### src/rtl/jam_cost_loader.sv
// rtl/jam_cost_loader.sv - loads an 8x8 cost table from a word stream and serves it to a JAM consumer
// Keeps a running total and per-worker minimum while loading.
module jam_cost_loader #(
  parameter int COST_W = 7
) (
  input  logic                  CLK,
  input  logic                  RST,
  input  logic                  in_valid,
  input  logic [COST_W-1:0]     in_data,
  output logic                  in_ready,
  input  logic                  reload,
  input  logic [2:0]            W,
  input  logic [2:0]            J,
  output logic [COST_W-1:0]     Cost,
  output logic                  loaded,
  output logic                  load_done,
  output logic [8*COST_W-1:0]   row_min,
  output logic [COST_W+5:0]     total
);

  typedef enum logic {
    S_LOAD  = 1'b0,
    S_SERVE = 1'b1
  } state_t;

  state_t              r_state;
  state_t              w_state_nxt;
  logic [5:0]          r_k;
  logic [COST_W-1:0]   r_table [64];
  logic [COST_W+5:0]   r_total;
  logic [COST_W-1:0]   r_row_min [8];
  logic                r_load_done;
  logic                w_xfer;
  logic                w_last;

  always_ff @(posedge CLK) begin
    if (RST) begin
      r_state <= S_LOAD;
    end else begin
      r_state <= w_state_nxt;
    end
  end

  // reload and RST both suppress the transfer, so a dropped word never touches any state
  always_comb begin
    w_state_nxt = r_state;
    in_ready    = 1'b0;
    loaded      = 1'b0;
    w_xfer      = 1'b0;
    w_last      = 1'b0;
    case (r_state)
      S_LOAD: begin
        in_ready = 1'b1;
        w_xfer   = in_valid && !reload && !RST;
        w_last   = w_xfer && (r_k == 6'd63);
        if (w_last) begin
          w_state_nxt = S_SERVE;
        end
      end
      S_SERVE: begin
        loaded = 1'b1;
      end
      default: begin
        w_state_nxt = S_LOAD;
      end
    endcase
    if (reload) begin
      w_state_nxt = S_LOAD;
    end
  end

  always_ff @(posedge CLK) begin
    if (RST || reload) begin
      r_k         <= 6'd0;
      r_total     <= '0;
      r_load_done <= 1'b0;
      for (int i = 0; i < 8; i++) begin
        r_row_min[i] <= '1;
      end
    end else begin
      r_load_done <= w_last;
      if (w_xfer) begin
        r_k     <= r_k + 6'd1;
        r_total <= r_total + {6'b0, in_data};
        if (in_data < r_row_min[r_k[5:3]]) begin
          r_row_min[r_k[5:3]] <= in_data;
        end
      end
    end
  end

  // Table storage has no reset; stale contents are hidden by gating Cost with loaded
  always_ff @(posedge CLK) begin
    if (w_xfer) begin
      r_table[r_k] <= in_data;
    end
  end

  assign Cost      = loaded ? r_table[{W, J}] : '0;
  assign load_done = r_load_done;
  assign total     = r_total;

  for (genvar g = 0; g < 8; g++) begin : g_row_min
    assign row_min[g*COST_W +: COST_W] = r_row_min[g];
  end

endmodule

### config.mk
export PLATFORM = sky130hd
export DESIGN_NAME = jam_cost_loader
export DESIGN_NICKNAME = d
export VERILOG_FILES = /design/src/rtl/jam_cost_loader.sv
export SDC_FILE = /design/constraint.sdc
export NUM_CORES = 1
export LEC_CHECK = 0
export ABC_AREA = 1
export CORE_AREA = 2 2 227 229
export CTS_CLUSTER_SIZE = 40
export DETAILED_ROUTE_END_ITERATION = 6
export DIE_AREA = 0 0 229 231
export GPL_TIMING_DRIVEN = 0
export PLACE_DENSITY = 0.61
export SYNTH_ARGS = -nofsm -noshare
export SYNTH_HDL_FRONTEND = slang
export SYNTH_SLANG_ARGS = --single-unit
### constraint.sdc
create_clock -name CLK -period 6 [get_ports CLK]
set_input_delay 0.9 -clock CLK [delete_from_list [all_inputs] [get_ports CLK]]
set_output_delay 0.9 -clock CLK [all_outputs]
set_load 0.05 [all_outputs]
==> results.sh <==
export IMPL_fin_ws_ns=1.04
export IMPL_synth_net_count=2035
export IMPL_grt_max_degree=68
export IMPL_fin_util_pct=51.3
export IMPL_chipWidth_um=229
export IMPL_slew_headroom_pct=37.6
export IMPL_status="complete, no violations"
export IMPL_holdWs_ns=0.512
export IMPL_pwr_share_seq_pct=50.9
export IMPL_finalPower_mw=7.98
export IMPL_hold_depth=2
export IMPL_clk_transition_reported_paths_ns=0.06
export IMPL_start_kind="primary input"
export IMPL_initial_core_util_pct=44.2
export IMPL_ant_nets=0
export IMPL_synth_area_leaders="edfxtp_1, nand2_1, nand3_1"
export IMPL_p_sw_mw=1.85
export IMPL_worstPathMaxFanout=10
export IMPL_cts_sinks=528
export IMPL_via_per_inst=5.59
export IMPL_hold_path_class="flop to flop"
export IMPL_cp_required_ns=5.10
export IMPL_post_route_period_util_pct=82.6
export IMPL_yosysTopAreaCell="edfxtp_1"
export IMPL_p_per_area_mw_per_mm2=307
export IMPL_worst_skew_pair_late_latency_ns=0.61
export IMPL_grt_ovfl_total=0
export IMPL_synth_distinct_cells=40
export IMPL_cp_top_family="buffers and inverters"
export IMPL_clock_fmax_mhz=202
export IMPL_finalSetupViolCount=0
export IMPL_place_hpwl_um=45100
export IMPL_hold_violations=0
export IMPL_final_common_cell="nand2_1"
export IMPL_coreArea_mm2=0.0507
export IMPL_ys_seq_elements=528
export IMPL_dr_pass1_iters=5
export IMPL_postSynthAreaPerCell_um2=11.2
export IMPL_tritoncts="yes"
export IMPL_h_tree_depth=2
export IMPL_num_rows=83
export IMPL_root_buffer="clkbuf_16"
export IMPL_p_comb_share_pct=6.9
export IMPL_vias=16100
export IMPL_worst_pin_slew_ns=0.933
export IMPL_reg2reg_setup_slack_ns=2.69
export IMPL_reg2regPathDepth=12
export IMPL_cts_buffers=53
export IMPL_rsz0062_at_grt="false"
export IMPL_dr_first_iter_drc_count=2005
export IMPL_critPathMostFrequentCell="nand3_1"
export IMPL_power_internal_mw=6.12
export IMPL_swShare_pct=23.2
export IMPL_pwr_share_clk_pct=42.2
export IMPL_power_leakage_nw=9.22
export IMPL_diodes=0
export IMPL_dp_cells=2779
export IMPL_cp_end_kind="primary output"
export IMPL_cpPeakStageDelay_ns=0.87
export IMPL_ios=96
export IMPL_worst_clock_skew_ns=0.0122
export IMPL_drc=0
export IMPL_max_cap_violations=0
export IMPL_path_depth=10
export IMPL_worst_ep_arrival_time_ns=4.06
export IMPL_drt_wl_total_um=65600
export IMPL_cts_hold_buf=0
export IMPL_finalCriticalPeriod_ns=4.96
export IMPL_final_cell_mix="nand2_1, edfxtp_1, nand3_1"
export IMPL_cts_repair_resized=0
export IMPL_grt_pass1_vias=15400
export IMPL_yosys_warnings=0
export IMPL_cts_path_max_buffers=3
export IMPL_instances_no_fill=2878
export IMPL_post_cts_buffers=0
export IMPL_ir_drop_mv=0.191
export IMPL_pre_cts_slack_ns=1.08
export IMPL_netlist_instances=2003
export IMPL_io_buffers=92
export IMPL_ys_seq_area_share_pct=69.7
export IMPL_gp_congestion=0.979
export IMPL_drive_gt1_share_pct=9.05
export IMPL_grt_pass1_wl_um=97400
export IMPL_die_area_mm2=0.0529
export IMPL_syn_cell_area_mm2=0.0224
export IMPL_critical_path_class="primary input to primary output"
export IMPL_wl_per_cell_um=22.8
export IMPL_finalMaxSlewViolations=0
export IMPL_nets=2186
export IMPL_area_growth_pct=16.0
export IMPL_dieHeight_um=231
export IMPL_path_cells="clkdlybuf4s50_1 > buf_2 > buf_1 > nand3_1 > nand2_1 > nand2_1 > nand3_1 > nand3_1 > a21oi_1 > clkdlybuf4s50_1"
export IMPL_crit_buf_inv=4
export IMPL_synth_top_cell_area_share_pct=67.5
export IMPL_grt_usage_pct=24.8
export IMPL_antenna_found_initial=0
export IMPL_slowest_stage="clkdlybuf4s50_1"
[layout make-up]
class	instances	area [um2]
Fill cell	4534	24700
Multi-Input combinational cell	1305	5950
Inverter	49	189
Sequential cell	528	15600
Buffer	121	666
Clock buffer	60	1400
Clock inverter	39	360
Timing Repair Buffer	96	973
Tap cell	680	851
[cell usage after synthesis, drive strengths merged]
cell and instances:
a211oi 1, a21o 1, a21oi 24, and2 1
buf 98, clkbuf 23, clkinv 3, dfxtp 24
edfxtp 504, fa 1, ha 14, inv 46
nand2 613, nand3 399, nand3b 1, nand4 60
nor2 111, nor3 10, nor3b 1, o211a 1
o211ai 2, o21a 1, o21ai 47, o21bai 1
o221ai 6, o22ai 6, xnor2 1, xor2 3
[power groups by stage]
stage          clock, mW  combinational, mW  sequential (mW)
6_report            3.36              0.552             4.06
4_1_cts             3.39              0.549             4.06
2_1_floorplan          0              0.259             4.18
5_1_grt             3.53              0.595             4.06
3_3_place_gp           0              0.536             4.15
3_5_place_dp           0              0.546             4.14
[per-layer routing]
metal	wire length [um]	track usage, %
met1	28600	35.9
met2	30400	39.2
met3	4950	3.80
met4	1680	6.92
met5	0	0
[registers in the layout, summed over array words and instances, names as in the netlist, named ones only]
name       flops
load_done      1
r_table      448
r_state        1
r_row_min     56
r_k            6
total         13
[kinds of logic (layout without fill, tap and decap cells)]
group / count (synthesis) / after routing / synth area share, %
AOI/OAI and AO/OA: 90 / 90 / 2.23
xor gates and xnor gates: 4 / 4 / 0.156
adders and majority gates: 15 / 15 / 0.871
buffers and inverters: 170 / 365 / 3.81
DFF: 528 / 528 / 69.7
and+or+nand+nor: 1196 / 1196 / 23.3
[worst min-delay path: cells and delay by family, from the launching register on]
kind	cells	cell delay [ns]
flops	1	0.34
simple gates	2	0.14
[per-stage QoR]
stage / TNS [ns] / cell area [um2]
final: 0 / 26000
after global routing: 0 / 26000
after CTS: 0 / 26000
after detailed placement: 0 / 24200
after global placement: -4.39 / 24200
after floorplan: 0 / 22400
[worst paths after layout]
| check | from | end |
|---|---|---|
| hold reg to reg | total[5]$_SDFFE_PP0P_ | total[5]$_SDFFE_PP0P_ |
| setup / recovery | J[2] | Cost[4] |
| hold / removal | total[5]$_SDFFE_PP0P_ | total[5]$_SDFFE_PP0P_ |
| setup reg to reg | flop | r_row_min[3][6]$_SDFFCE_PN1P_ |
(Power assumes the default switching activity.)
